`src/rtl/hazard_pkg.sv`:
```
// Shared definitions for the pipeline hazard controller: forward-select
// encodings and the redirect buffer state.
package hazard_pkg;

  typedef enum logic [1:0] {
    FWD_RF  = 2'b00,
    FWD_WB  = 2'b01,
    FWD_MEM = 2'b10
  } fwd_sel_e;

  typedef enum logic {
    RD_IDLE = 1'b0,
    RD_HOLD = 1'b1
  } redir_state_e;

endpackage

```
`src/rtl/hazard_fwd_sel.sv`:
```
// Per-operand EX forwarding selector: the MEM result wins over the WB
// result, and x0 is never forwarded.
module hazard_fwd_sel
  import hazard_pkg::*;
#(
  parameter int REG_AW = 5
) (
  input  logic [REG_AW-1:0] rs,
  input  logic [REG_AW-1:0] rd_mem,
  input  logic              we_mem,
  input  logic [REG_AW-1:0] rd_wb,
  input  logic              we_wb,
  output logic [1:0]        sel
);

  logic mem_hit;
  logic wb_hit;

  assign mem_hit = we_mem && (rd_mem != '0) && (rs == rd_mem);
  assign wb_hit  = we_wb  && (rd_wb  != '0) && (rs == rd_wb);

  always_comb begin
    sel = FWD_RF;
    if (mem_hit)     sel = FWD_MEM;
    else if (wb_hit) sel = FWD_WB;
  end

endmodule

```
`src/rtl/hazard_ctrl.sv`:
```
// Pipeline hazard controller: load-use/RAW interlocks, EX forwarding selects,
// bus-wait stalling and a one-entry redirect buffer toward IF.
//
// state   | meaning
// --------+-----------------------------------------------------------
// RD_IDLE | no pending redirect; a taken branch passes straight to IF
// RD_HOLD | redirect parked in pend_pc until IF signals if_ready
module hazard_ctrl
  import hazard_pkg::*;
#(
  parameter int XLEN   = 64,
  parameter int REG_AW = 5,
  parameter bit FWD_EN = 1'b1
) (
  input  logic              clk,
  input  logic              rst_n,
  input  logic [REG_AW-1:0] rs1_ID,
  input  logic [REG_AW-1:0] rs2_ID,
  input  logic [REG_AW-1:0] rs1_EX,
  input  logic [REG_AW-1:0] rs2_EX,
  input  logic [REG_AW-1:0] rd_EX,
  input  logic              regwrite_EX,
  input  logic              memread_EX,
  input  logic [REG_AW-1:0] rd_MEM,
  input  logic              regwrite_MEM,
  input  logic [REG_AW-1:0] rd_WB,
  input  logic              regwrite_WB,
  input  logic              branch_taken_EX,
  input  logic [XLEN-1:0]   branch_target_EX,
  input  logic              mem_req_MEM,
  input  logic              mem_ready,
  input  logic              if_ready,
  output logic              stall_IF,
  output logic              stall_ID,
  output logic              stall_EX,
  output logic              stall_MEM,
  output logic              flush_ID,
  output logic              flush_EX,
  output logic              branch_taken_IF,
  output logic [XLEN-1:0]   branch_target_IF,
  output logic [1:0]        fwd_a_EX,
  output logic [1:0]        fwd_b_EX
);

  function automatic logic hit(input logic [REG_AW-1:0] r,
                               input logic [REG_AW-1:0] rd,
                               input logic              we);
    return we && (rd != '0) && (r == rd);
  endfunction

  redir_state_e    state_q, state_nxt;
  logic [XLEN-1:0] pend_pc_q, pend_pc_nxt;

  logic bus_busy;
  logic take;
  logic hit_ex;
  logic hit_mem;
  logic load_use;
  logic data_stall;
  logic hold;
  logic [1:0] sel_a;
  logic [1:0] sel_b;

  assign bus_busy = mem_req_MEM & ~mem_ready;
  assign take     = branch_taken_EX & ~bus_busy;

  assign hit_ex   = hit(rs1_ID, rd_EX, regwrite_EX)   | hit(rs2_ID, rd_EX, regwrite_EX);
  assign hit_mem  = hit(rs1_ID, rd_MEM, regwrite_MEM) | hit(rs2_ID, rd_MEM, regwrite_MEM);
  assign load_use = memread_EX & hit_ex;

  // WB is excluded: the regfile writes through, so ID already sees the value.
  assign data_stall = FWD_EN ? load_use : (load_use | hit_ex | hit_mem);

  assign hold = (state_q == RD_HOLD);

  always_ff @(posedge clk or negedge rst_n) begin
    if (!rst_n) begin
      state_q   <= RD_IDLE;
      pend_pc_q <= '0;
    end else begin
      state_q   <= state_nxt;
      pend_pc_q <= pend_pc_nxt;
    end
  end

  always_comb begin
    state_nxt   = state_q;
    pend_pc_nxt = pend_pc_q;
    case (state_q)
      RD_IDLE: begin
        if (take && !if_ready) begin
          state_nxt   = RD_HOLD;
          pend_pc_nxt = branch_target_EX;
        end
      end
      RD_HOLD: begin
        // A newer taken branch here should be impossible; keep the newest
        // target so IF is at least steered to the latest resolution.
        if (take) begin
          pend_pc_nxt = branch_target_EX;
        end else if (if_ready) begin
          state_nxt = RD_IDLE;
        end
      end
      default: state_nxt = RD_IDLE;
    endcase
  end

  assign stall_MEM = bus_busy;
  assign stall_EX  = bus_busy;
  assign stall_ID  = bus_busy | (data_stall & ~take);
  assign stall_IF  = stall_ID | hold;
  assign flush_ID  = take | hold;
  assign flush_EX  = take | (data_stall & ~bus_busy);

  assign branch_taken_IF  = take | hold;
  assign branch_target_IF = hold ? pend_pc_q : branch_target_EX;

  hazard_fwd_sel #(.REG_AW(REG_AW)) u_fwd_a (
    .rs     (rs1_EX),
    .rd_mem (rd_MEM),
    .we_mem (regwrite_MEM),
    .rd_wb  (rd_WB),
    .we_wb  (regwrite_WB),
    .sel    (sel_a)
  );

  hazard_fwd_sel #(.REG_AW(REG_AW)) u_fwd_b (
    .rs     (rs2_EX),
    .rd_mem (rd_MEM),
    .we_mem (regwrite_MEM),
    .rd_wb  (rd_WB),
    .we_wb  (regwrite_WB),
    .sel    (sel_b)
  );

  assign fwd_a_EX = FWD_EN ? sel_a : FWD_RF;
  assign fwd_b_EX = FWD_EN ? sel_b : FWD_RF;

  a_no_take_in_hold : assert property (
    @(posedge clk) disable iff (!rst_n) !(hold && take)
  ) else $error("hazard_ctrl: taken branch while redirect already pending");

endmodule

```
`config.mk`:
```
export PLATFORM = sky130hd
export DESIGN_NAME = hazard_ctrl
export DESIGN_NICKNAME = d
export VERILOG_FILES = /design/src/rtl/hazard_pkg.sv /design/src/rtl/hazard_fwd_sel.sv /design/src/rtl/hazard_ctrl.sv
export SDC_FILE = /design/constraint.sdc
export NUM_CORES = 1
export LEC_CHECK = 0
export CAP_MARGIN = 25
export CORE_UTILIZATION = 44
export CTS_CLUSTER_SIZE = 16
export DETAILED_ROUTE_END_ITERATION = 8
export PLACE_DENSITY_LB_ADDON = 0.05
export SYNTH_ARGS = -nofsm -noshare
export SYNTH_HDL_FRONTEND = slang
export SYNTH_SLANG_ARGS = --single-unit
```
`constraint.sdc`:
```
create_clock -name clk -period 5.65 [get_ports clk]
set_input_delay 1.695 -clock clk [delete_from_list [all_inputs] [get_ports clk]]
set_output_delay 1.695 -clock clk [all_outputs]
set_load 0.1 [all_outputs]
```
==> results of run 1 <==
[layout by cell type (no fill, tap or decap), types with 2 or more instances in the layout]
cell type        count
xnor2_1              6
inv_1                2
o21ai_1              2
clkbuf_8            10
nor4_4               2
bufinv_16            2
clkdlybuf4s50_1    107
nor2_1               3
buf_4               73
nand2_1              3
nor3_1               2
nand3_1              2
nor4_1               2
xor2_1              24
or4_1                5
clkinv_2             2
dfrtp_1             64
buf_12               7
mux2_2             128
[cells by family (layout without fill, tap and decap cells)]
family          Yosys count  after routing  synth area share [%]
mux                     128            128                 39.79
flops                    65             65                 44.91
xor+xnor                 30             30                 7.254
simple gates             21             21                 3.593
buf+inv                  20            206                 2.936
compound gates            8              8                 1.520
[metrics by stage]
step	cells	setup TNS, ns	util, %	worst slack (ns)	hold WS, ns
6_report	560	0	72.16	0.4374	0.5025
5_1_grt	560	0	72.16	0.3451	0.5159
4_1_cts	560	0	72.16	0.4174	0.5041
3_5_place_dp	544	0	69.36	0.4218	0.4865
3_3_place_gp	544	0	69.36	0.4280	0.4807
2_1_floorplan	272	-0.2371	-	-0.2371	0.4736
[power by group]
part / leakage [nW] / total, mW / switching (mW) / internal, mW
combinational: 1.52 / 1.11 / 0.770 / 0.337
clock: 0.113 / 0.440 / 0.180 / 0.260
sequential: 0.761 / 0.600 / 0.0481 / 0.552
[per-layer routing]
metal	track usage (%)	part of all wire (%)
met3	6.322	6.9
met2	35.93	50
met4	6.795	1.6
met1	25.12	41
met5	0	0
[worst max-delay path: cells and delay by family]
| kind | cells | cell delay (ns) |
|---|---|---|
| buf+inv | 2 | 0.67 |
| simple gates | 3 | 0.99 |
| compound gates | 1 | 0.15 |
[final cells by class]
| class | count | area, um2 | share of cell area, % |
|---|---|---|---|
| clock buffers | 11 | 141.4 | 2.497 |
| clock inverters | 5 | 78.83 | 1.392 |
| inverters | 2 | 7.507 | 0.1326 |
| multi-input cells | 187 | 1916 | 33.83 |
| flip-flops and latches | 65 | 1628 | 28.75 |
| well taps | 102 | 127.6 | 2.254 |
| repair buffers | 188 | 1764 | 31.15 |
[state kept, by name, indices dropped and copies added (netlist names)]
name	count
hold	1
pend_pc_q	64
[path summary, 6_finish.rpt]
check | from | endpoint | slack [ns] | cells after the start
max in group asynchronous | rst_n | pend_pc_q[54] | 3.30 | 2
hold reg to reg | pend_pc_q[47] | pend_pc_q[47] | 0.50 | 1
hold / removal | pend_pc_q[47] | pend_pc_q[47] | 0.50 | 1
min in group asynchronous | rst_n | pend_pc_q[11] | 1.45 | 1
setup / recovery | rd_MEM[4] | fwd_a_EX[0] | 0.44 | 6
setup reg to reg | hold | pend_pc_q[48] | 3.40 | 4
==> flow_summary.ini, run 1 <==
[routing]
wl_per_cell_um = 15.62
dr_total_vias = 2815
wl_mm = 8.749
remaining_drc_errors = 0
firstDrtPassIters = 4
drt_iter0_drc = 40
postRouteAntennaNets = 0
vias_per_cell = 5.027

[placement]
post_dp_cell_area_mm2 = 0.005443
dp_hpwl_mm = 6.505
port_buffers = 183
place_congestion = 0.8025

[clock_network]
tritoncts.num_buffers = 9
cts.sinks = 65
cts_resized = 0
post_cts_buffers = 0
tritoncts = built
cts-root-buf = clkbuf_8
clk_pin_slew_worst_paths_ns = 0.07
cts_max_level = 3
clock_latency_ns = 0.33
postCtsHoldBufs = 0
clock_path_buffers = 2

[synthesis]
ys_seq_area_share_pct = 44.91
synthTopCellsByCount = mux2_2, dfrtp_1, xor2_1
synth_cell_type_count = 24
synth.most_common_cell = mux2_2
synth_edf_count = 0
async_flop_share_pct = 100.0
syn_nets = 381
synth_top_area_share_pct = 44.91
yosysWarningCount = 0
synth.largest_area_cell = dfrtp_1
synth_ff_type = dfrtp_1
avgSynthCellArea_um2 = 13.32
syn-cell-area_mm2 = 0.003622
synth.area.top_cells = dfrtp_1, mux2_2, xor2_1
synth_seq_cells = 65
synth_cells = 272

[floorplanning]
core_mm2 = 0.007848
die_w_um = 92.73
die-area_mm2 = 0.008599
die_height_um = 92.73
start_util_pct = 46.16
fp-row-count = 32
pin_count = 184

[global_routing]
grt_pass1_vias = 2885
grt_remaining_overflow = 0
grt_pass1_wl_mm = 13.99
grt_use_total_pct = 20.96
grt_antenna_before_repair = 0
grt_max_degree = 66

[run]
cap_violations = 0

[power]
power_density_mw_per_mm2 = 379.1
total_power_mw = 2.147
cellLeakagePower_nw = 2.397
ir_worst_vdd_mv = 0.2191

[critical_path]
crit_slowest_cell = or4_1
crit_required_ns = 3.95
critPathCaptureType = output port
cp-start-kind = input port
cp_max_fo = 3
path_cells = clkdlybuf4s50_1 > or4_1 > o21ai_2 > nor4_1 > nor4_4 > buf_12
critical_path.max_stage_delay_ns = 0.55
worstSetupPathType = in2out
cp.arrival_ns = 3.52

[timing]
setup_viol = 0
skew_ns = 0.005135
relSlewSlack_pct = 44.95
hold_violations = 0
period_minus_slack_ns = 5.213
rsz0062_at_grt = false
tightest_slew_ns = 0.8258
maxSlewViolCount = 0
timing.fmax_ghz = 0.1918
timing.final.crit_share_pct = 92.26

[layout]
final.fill_count = 565
drive_gt1_share_pct = 50.22
fin_nets = 562
fin_area_mm2 = 0.005663
areaGrowthSynthToFinish_pct = 56.34
diodes = 0

[run_status]
status = finished, final reports clean

[min_path]
hold_class = reg2reg
Power figures use the tool's default switching activity.
==> run 2: changes to the inputs <==
HOLD_SLACK_MARGIN = 0.06   (was default)
==> results of run 2 <==
Same layout as run 1: the final DEF is identical, and so are final timing and power.
==> edit: new RTL, settings of run 2 <==
Make the reset (`rst_n`) synchronous in one clocked block.
--- a/src/rtl/hazard_ctrl.sv
+++ b/src/rtl/hazard_ctrl.sv
@@ -73,7 +73,7 @@
 
   assign hold = (state_q == RD_HOLD);
 
-  always_ff @(posedge clk or negedge rst_n) begin
+  always_ff @(posedge clk) begin
     if (!rst_n) begin
       state_q   <= RD_IDLE;
       pend_pc_q <= '0;
Behaviour: differs if rst_n is asserted again (counterexample within 4 cycles, from zero or initial values and one cycle with rst_n low); with rst_n held inactive, the same outputs for 4 cycles.
==> edit against run 2 <==
Die area decreased by 0.27%. Sequential cell count unchanged. Global-route usage increased by 2.2 points. Hold slack got worse by 0.040 ns. Routed wire length increased by 12%. Register-to-register slack got worse by 0.07 ns. Combinational power decreased by 46%. Area after synthesis decreased by 0.28%. Design area decreased by 1.5%. Sequential power decreased by 17%. Clock skew increased by 0.0025 ns. Power decreased by 33%. Setup slack got worse by 0.032 ns. Via count increased by 23%. Critical path type unchanged. Critical endpoint is now fwd_b_EX[0]. Largest power group unchanged. Highest routed layer unchanged.
==> edit: results (changes against run 2) <==
The predominant post-synthesis flop cell is sky130_fd_sc_hd__dfxtp_1 (was sky130_fd_sc_hd__dfrtp_1). The flow ran to the end, and the final reports show no timing, DRC or antenna violations. The layout cell share with drive strength beyond 1 was 28.2% (was 50.2%).

The clock period minus final worst setup slack was 5.24 ns (was 5.21 ns); the number of global-route vias before repair was 3,336 (was 2,885). The logs give 38.0% (was 35.9%) for the routing usage on met2 and 694 (was 562) for the final layout net count. The met3 track demand over resource in global routing is 5.83% (was 6.32%). The static leakage power came out at 2.15 nW (was 2.40 nW). The minimum setup slack among reg-to-reg paths is 3.33 ns (was 3.40 ns), and the number of placed instances, taps included is 676 (was 544). The post-layout instance count excluding filler cells is 691 (was 560), and the signal arrival time at the worst endpoint is 3.55 ns (was 3.52 ns).

The terminating pin of the worst hold path is pend_pc_q[25] (was pend_pc_q[47]). The met2 wirelength from detailed routing was 4.64 mm (was 4.39 mm). The worst hold path cell count came out at 2 (was 1). The sequential-cell power consumption came out at 0.496 mW (was 0.600 mW). The number of DRC markers after the initial detailed-route iteration came out at 130 (was 40).

Top cells by instance count after synthesis: sky130_fd_sc_hd__nand2_1 (130), sky130_fd_sc_hd__a21boi_0 (65), sky130_fd_sc_hd__dfxtp_1 (65), sky130_fd_sc_hd__mux2_2 (64), sky130_fd_sc_hd__xor2_1 (24) (was sky130_fd_sc_hd__mux2_2 (128), sky130_fd_sc_hd__dfrtp_1 (65), sky130_fd_sc_hd__xor2_1 (24), sky130_fd_sc_hd__buf_2 (13), sky130_fd_sc_hd__xnor2_1 (6)). Internal power: 0.841 mW (was 1.15 mW). The end point of the critical path was fwd_b_EX[0] (was fwd_a_EX[0]).

Biggest area contributors in the synthesized netlist: sky130_fd_sc_hd__dfxtp_1 (36%), sky130_fd_sc_hd__mux2_2 (20%), sky130_fd_sc_hd__a21boi_0 (14%) (was sky130_fd_sc_hd__dfrtp_1 (45%), sky130_fd_sc_hd__mux2_2 (40%), sky130_fd_sc_hd__xor2_1 (5.8%)). Instance count of the mapped netlist: 417 (was 272). The run gives 5410 um^2 (was 5440 um^2) as the standard cell area after detailed placement. For the number of nets in the synthesized netlist, the log shows 526 (was 381). The measured slew at the worst slew-check pin works out to 0.956 ns (was 0.826 ns). The detailed-placement wirelength estimate was 7.10 mm (was 6.50 mm); the sequential area share after synthesis was 36.0% (was 44.9%).

The logic depth of the worst register-to-register path came out at 6 (was 4). For the total track usage, the log shows 23.2% (was 21.0%). The tools report the destination of the worst register-to-register timing path as pend_pc_q[12] (was pend_pc_q[48]). The routed length per placed instance is 14.1 um (was 15.6 um), and the global-route wire length before repair is 15.9 mm (was 14.0 mm).

The number of distinct library cells after synthesis is 25 (was 24). The share of the synthesized area in compound gates (AO/OA/AOI/OAI) came out at 14.6% (was 1.52%).
==> edit: cell types whose count changed in the layout (fill, tap and decap cells not counted), moves of 2 or more <==
cell                        change
sky130_fd_sc_hd__nand2_1      +127
sky130_fd_sc_hd__a21boi_0      +65
sky130_fd_sc_hd__buf_12         +2
sky130_fd_sc_hd__mux2_2        -64
sky130_fd_sc_hd__bufinv_16      -2
sky130_fd_sc_hd__dfxtp_1       +64
sky130_fd_sc_hd__nand2b_1       +3
sky130_fd_sc_hd__dfrtp_1       -64
==> edit: per-stage QoR <==
step	hold slack, ns	total power, mW
CTS	0.468	1.45
global placement	0.450	1.10
floorplan	0.440	0.931
finish	0.463	1.43
global route	0.486	1.50
detailed placement	0.458	1.11
==> edit: cell type report <==
cell class	instances	area (um^2)
fill	639	2270
multi-input combinational	319	2180
timing repair buffer	189	1800
sequential	65	1300
clock buffer	12	145
tap	102	128
clock inverter	3	17.5
inverter	1	3.75
